File: src/rtl/opsel_pkg.sv
// Shared definitions for the operand select stage: source index constants and the
// EMPTY/ONE/TWO occupancy encoding reusable by other valid/ready pipeline stages.
package opsel_pkg;

    localparam int SRC_REGFILE = 0;
    localparam int SRC_IMM     = 1;
    localparam int SRC_PC      = 2;
    localparam int SRC_FWD     = 3;

    typedef enum logic [1:0] {
        HS_EMPTY = 2'd0,
        HS_ONE   = 2'd1,
        HS_TWO   = 2'd2
    } hs_state_e;

    function automatic logic hs_has_data(hs_state_e s);
        return s != HS_EMPTY;
    endfunction

    function automatic logic hs_can_accept(hs_state_e s);
        return s != HS_TWO;
    endfunction

endpackage

File: src/rtl/operand_index_mux.sv
// Combinational NUM_SOURCES:1 selector over a flattened bus; an index past the last
// source yields all-zero data and raises out_of_range.
module operand_index_mux
    import opsel_pkg::*;
#(
    parameter int  DATA_WIDTH  = 32,
    parameter int  NUM_SOURCES = 4,
    localparam int SEL_WIDTH   = $clog2(NUM_SOURCES)
) (
    input  logic [NUM_SOURCES*DATA_WIDTH-1:0] sources,
    input  logic [SEL_WIDTH-1:0]              sel,
    output logic [DATA_WIDTH-1:0]             data,
    output logic                              out_of_range
);

    // One extra bit so the limit is representable when NUM_SOURCES is a power of two.
    localparam logic [SEL_WIDTH:0] LIMIT = (SEL_WIDTH+1)'(NUM_SOURCES);

    always_comb begin
        data         = '0;
        out_of_range = ({1'b0, sel} >= LIMIT);
        for (int i = 0; i < NUM_SOURCES; i++) begin
            if ({1'b0, sel} == (SEL_WIDTH+1)'(i)) begin
                data = sources[i*DATA_WIDTH +: DATA_WIDTH];
            end
        end
    end

endmodule

File: src/rtl/operand_select_stage.sv
// Registered ALU operand A/B selection with a 2-entry skid buffer on a valid/ready handshake.
// Optional macro OPSEL_STALL_COUNT_EN adds a 32-bit stallCount output.
module operand_select_stage
    import opsel_pkg::*;
#(
    parameter int  DATA_WIDTH  = 32,
    parameter int  NUM_SOURCES = 4,
    localparam int SEL_WIDTH   = $clog2(NUM_SOURCES)
) (
    input  logic                              clk,
    input  logic                              reset,
    input  logic [NUM_SOURCES*DATA_WIDTH-1:0] potentialOperands,
    input  logic [SEL_WIDTH-1:0]              selectOperandA,
    input  logic [SEL_WIDTH-1:0]              selectOperandB,
    input  logic                              inValid,
    output logic                              inReady,
    output logic [DATA_WIDTH-1:0]             chosenOperandA,
    output logic [DATA_WIDTH-1:0]             chosenOperandB,
    output logic                              outValid,
    input  logic                              outReady,
`ifdef OPSEL_STALL_COUNT_EN
    output logic [31:0]                       stallCount,
`endif
    output logic                              selectError
);

    logic [DATA_WIDTH-1:0] mux_a;
    logic [DATA_WIDTH-1:0] mux_b;
    logic                  oor_a;
    logic                  oor_b;
    logic                  accept;

    hs_state_e             state_q, state_d;
    logic [DATA_WIDTH-1:0] m_a_q, m_a_d;
    logic [DATA_WIDTH-1:0] m_b_q, m_b_d;
    logic [DATA_WIDTH-1:0] s_a_q, s_a_d;
    logic [DATA_WIDTH-1:0] s_b_q, s_b_d;
    logic                  out_valid_q, out_valid_d;
    logic                  in_ready_q, in_ready_d;
    logic                  select_error_q, select_error_d;

    operand_index_mux #(
        .DATA_WIDTH  (DATA_WIDTH),
        .NUM_SOURCES (NUM_SOURCES)
    ) u_mux_a (
        .sources      (potentialOperands),
        .sel          (selectOperandA),
        .data         (mux_a),
        .out_of_range (oor_a)
    );

    operand_index_mux #(
        .DATA_WIDTH  (DATA_WIDTH),
        .NUM_SOURCES (NUM_SOURCES)
    ) u_mux_b (
        .sources      (potentialOperands),
        .sel          (selectOperandB),
        .data         (mux_b),
        .out_of_range (oor_b)
    );

    // Ready flop idles high; masking with reset keeps inReady low only while reset is held.
    assign inReady        = in_ready_q && !reset;
    assign accept         = inValid && inReady;
    assign outValid       = out_valid_q;
    assign chosenOperandA = m_a_q;
    assign chosenOperandB = m_b_q;
    assign selectError    = select_error_q;

    always_comb begin
        state_d        = state_q;
        m_a_d          = m_a_q;
        m_b_d          = m_b_q;
        s_a_d          = s_a_q;
        s_b_d          = s_b_q;
        select_error_d = select_error_q || (accept && (oor_a || oor_b));

        case (state_q)
            HS_EMPTY: begin
                if (accept) begin
                    m_a_d   = mux_a;
                    m_b_d   = mux_b;
                    state_d = HS_ONE;
                end
            end
            HS_ONE: begin
                if (accept && outReady) begin
                    m_a_d = mux_a;
                    m_b_d = mux_b;
                end else if (accept) begin
                    s_a_d   = mux_a;
                    s_b_d   = mux_b;
                    state_d = HS_TWO;
                end else if (outReady) begin
                    state_d = HS_EMPTY;
                end
            end
            HS_TWO: begin
                if (outReady) begin
                    m_a_d   = s_a_q;
                    m_b_d   = s_b_q;
                    state_d = HS_ONE;
                end
            end
            default: state_d = HS_EMPTY;
        endcase

        out_valid_d = hs_has_data(state_d);
        in_ready_d  = hs_can_accept(state_d);
    end

    always_ff @(posedge clk) begin
        if (reset) begin
            state_q        <= HS_EMPTY;
            m_a_q          <= '0;
            m_b_q          <= '0;
            s_a_q          <= '0;
            s_b_q          <= '0;
            out_valid_q    <= 1'b0;
            in_ready_q     <= 1'b1;
            select_error_q <= 1'b0;
        end else begin
            state_q        <= state_d;
            m_a_q          <= m_a_d;
            m_b_q          <= m_b_d;
            s_a_q          <= s_a_d;
            s_b_q          <= s_b_d;
            out_valid_q    <= out_valid_d;
            in_ready_q     <= in_ready_d;
            select_error_q <= select_error_d;
        end
    end

`ifdef OPSEL_STALL_COUNT_EN
    logic [31:0] stall_count_q, stall_count_d;

    always_comb begin
        stall_count_d = stall_count_q + 32'(out_valid_q && !outReady);
    end

    always_ff @(posedge clk) begin
        if (reset) begin
            stall_count_q <= '0;
        end else begin
            stall_count_q <= stall_count_d;
        end
    end

    assign stallCount = stall_count_q;
`endif

endmodule
File: config.mk
export PLATFORM = sky130hd
export DESIGN_NAME = operand_select_stage
export DESIGN_NICKNAME = d
export VERILOG_FILES = /design/src/rtl/opsel_pkg.sv /design/src/rtl/operand_index_mux.sv /design/src/rtl/operand_select_stage.sv
export SDC_FILE = /design/constraint.sdc
export NUM_CORES = 1
export LEC_CHECK = 0
export BUFFER_PORTS_ARGS = -buffer_cell sky130_fd_sc_hd__buf_2
export CORE_ASPECT_RATIO = 1.2
export CORE_MARGIN = 2
export CORE_UTILIZATION = 48
export CTS_BUF_LIST = sky130_fd_sc_hd__clkbuf_4 sky130_fd_sc_hd__clkbuf_8
export CTS_CLUSTER_SIZE = 40
export DETAILED_ROUTE_END_ITERATION = 12
export GPL_ROUTABILITY_DRIVEN = 0
export GPL_TIMING_DRIVEN = 0
export PLACE_DENSITY = 0.87
export SLEW_MARGIN = 20
export SYNTH_ARGS = -nofsm -noshare
export SYNTH_HDL_FRONTEND = slang
export SYNTH_SLANG_ARGS = --single-unit
File: constraint.sdc
create_clock -name clk -period 1.5 [get_ports clk]
set_clock_uncertainty 0.05 [all_clocks]
set_input_delay 0.15 -clock clk [delete_from_list [all_inputs] [get_ports clk]]
set_output_delay 0.15 -clock clk [all_outputs]
set_load 0.05 [all_outputs]
==> impl_metrics.ini <==
[run_status]
outcome = finished with violations
failed_checks = setup timing

[global_route]
grt_pass1_vias = 7189
grt_overflow = 0
globalRouteTotalUtil_pct = 30.5
grt_max_degree = 17
antenna_found_initial = 3
grt_pass1_wl_um = 35900

[cells_and_area]
instances_no_fill = 1157
area_delta_synth_final_pct = 43.2
fill_cells = 901
fin_area_mm2 = 0.00966
final_nets = 1107
final_layout_size_suffix_gt1_share_pct = 51.9

[detailed_routing]
drc_errors = 0
ant_nets = 0
firstDrtPassIters = 8
vias = 7646
routedWlPerCell_um = 23.5
routed_wirelength_um = 27100
routed_via_density = 6.61
drt_iter0_markers = 732

[timing]
fin_crit_sh_pct = 113
period_needed_ns = 1.70
timing.final.ws_setup_ns = -0.202
fmax_mhz = 588
worst_slew_pin_slew_ns = 0.856
hold_violations = 0
rsz0062_at_grt = yes
hold_ws_ns = 0.135
tns_ns = -10.77
relSlewSlack_pct = 42.9
slew_violations = 0
setup-violations-final = 129

[synth]
synth-edff-count = 0
synth.top_cells.by_area = dfxtp_1 39%, mux4_2 21%, nand2_1 14%
syn_area_mm2 = 0.00675
synth_cells = 738
yosys_warnings = 0
synth_top_area_share_pct = 39.2
syn_nets = 874
synth_ff_type = dfxtp_1
synth_top_cell_by_area = dfxtp_1
synthMostInstantiatedCell = nand2_1
seq_area_frac_synth_pct = 39.2
ys_async_sr_fraction_pct = 0
ys_ff_latch = 132
synth_common_cells = 258 x nand2_1, 132 x dfxtp_1, 66 x a21oi_1, 66 x nor2_1, 64 x mux4_2
post_synth.cell_area_avg_um2 = 9.14
netlist-cell-type-count = 26

[critical_path]
worstPathArrival_ns = 1.96
cp-start-kind = flip-flop
rrSetupSlack_ns = -0.20
ff2ff_path_depth = 6
cp_max_fo = 10
worstReg2RegStart = state_q[1]
cp.required_ns = 1.76
crit_end = s_a_q[8]
worstSetupPathType = flip-flop to flip-flop
rr_endpoint = s_a_q[8]
endpoint_kind = flip-flop
startpoint = state_q[1]

[place]
io_buffers = 198
post_dp_cell_area_mm2 = 0.00796
dp.final_hpwl_um = 16200
dp_slack_ns = -0.468
place_inst = 1107

[die]
rows = 47
io_pins = 203
fp.dieH_um = 134
die_area_mm2 = 0.0150
core_area_mm2 = 0.0138
die_w_um = 112
start_util_pct = 49.0

[clocking]
cts_sinks = 132
cts.reportedPaths.clkPinSlew_ns = 0.09
cts_buffers = 17
htreeDepth = 4
cts_tree = built
insertion_delay_ns = 0.47
cts_max_path_buffers = 2
root_buffer = clkbuf_8

[power]
peakVddDrop_mv = 0.565
powerDensity_mw_per_mm2 = 1050
leakagePower_nw = 3.82

[flow_run]
maxCapViolations = 0

[min_path]
hp-class = input pin to flip-flop
-- cell families after synthesis --
family,Yosys count,synth area share [%]
AO/OA/AOI/OAI,134,13.7
buffers and inverters,73,6.49
flip-flops,132,39.2
multiplexers,64,21.4
other,1,0.0556
AND/OR/NAND/NOR,334,19.2
-- worst min path at each step --
stage,startpoint,to,slack (ns),depth (start not counted)
after floorplan,outReady,in_ready_q,0.23,2
after global placement,outReady,in_ready_q,0.39,3
after detailed placement,outReady,in_ready_q,0.39,3
after CTS,outReady,state_q[0],0.13,5
after global routing,potentialOperands[13],s_b_q[13],0.18,4
final,potentialOperands[83],s_a_q[19],0.14,4
-- critical path, cell delays in order (launching register included) --
cell	delay (ns)
dfxtp_2	0.35
nand3b_1	0.23
or3_4	0.37
buf_12	0.17
buf_8	0.14
nand2_1	0.12
a21oi_1	0.11
-- through the flow --
stage / util [%] / total power, W
finish: 70.2 / 0.0101
global route: 70.2 / 0.0103
CTS: 64.3 / 0.00953
detailed placement: 57.8 / 0.00597
global placement: 57.8 / 0.00592
floorplan: - / 0.00532
-- flip-flops by register name, indices dropped and copies added (netlist names) --
name            cells
outValid            1
s_b_q              32
chosenOperandB     32
chosenOperandA     32
s_a_q              32
state_q             2
in_ready_q          1
-- layer usage --
| layer | GRT usage (%) | wire [um] | share of wire (%) |
|---|---|---|---|
| met1 | 34.5 | 8750 | 32 |
| met2 | 52.4 | 13200 | 49 |
| met3 | 7.55 | 2830 | 10 |
| met4 | 17.7 | 2310 | 8.5 |
| met5 | 0 | 13 | 0.048 |
-- area by class of cell --
class	instances	area (um^2)	area share [%]
antenna	2	5.00	0.0518
buffer	70	708	7.33
clock buffer	18	248	2.57
clock inverter	14	223	2.31
inverter	3	11.3	0.117
multi-input combinational	533	4400	45.5
sequential	132	2650	27.4
tap	171	214	2.22
timing repair buffer	214	1200	12.4
-- cells in the final DEF, fill, tap and decap left out, types with 8 or more instances in the layout --
cell	Yosys	routed
nor2_4	0	34
nor2_1	66	12
nor2_2	1	21
nand2_1	258	234
buf_4	8	17
a21oi_1	66	58
buf_12	0	14
dfxtp_1	132	129
clkbuf_4	0	8
a311oi_2	1	51
clkbuf_1	23	14
mux4_2	64	64
clkbuf_8	0	18
nand2_2	0	24
a311oi_1	63	13
buf_6	14	12
a21oi_2	0	8
buf_2	23	206
-- where the power goes --
group / internal, W / total, W / switching, W
Combinational: 0.00101 / 0.00264 / 0.00163
Clock: 0.00204 / 0.00361 / 0.00157
Sequential: 0.00369 / 0.00385 / 0.000165
Total: 0.00675 / 0.0101 / 0.00336
-- what timing repair did --
action / 4_1_cts / 5_1_grt
endpoints found under the setup margin: 126 / 129
resized for setup: 98 / 174
hold buffers: 1 / 0
buffers inserted: 7 / 4
endpoints found under the hold margin: 2 / 0
pin swaps: 9 / 6
gates cloned: 1 / 3
No activity file was read; power rests on OpenSTA's default activity.
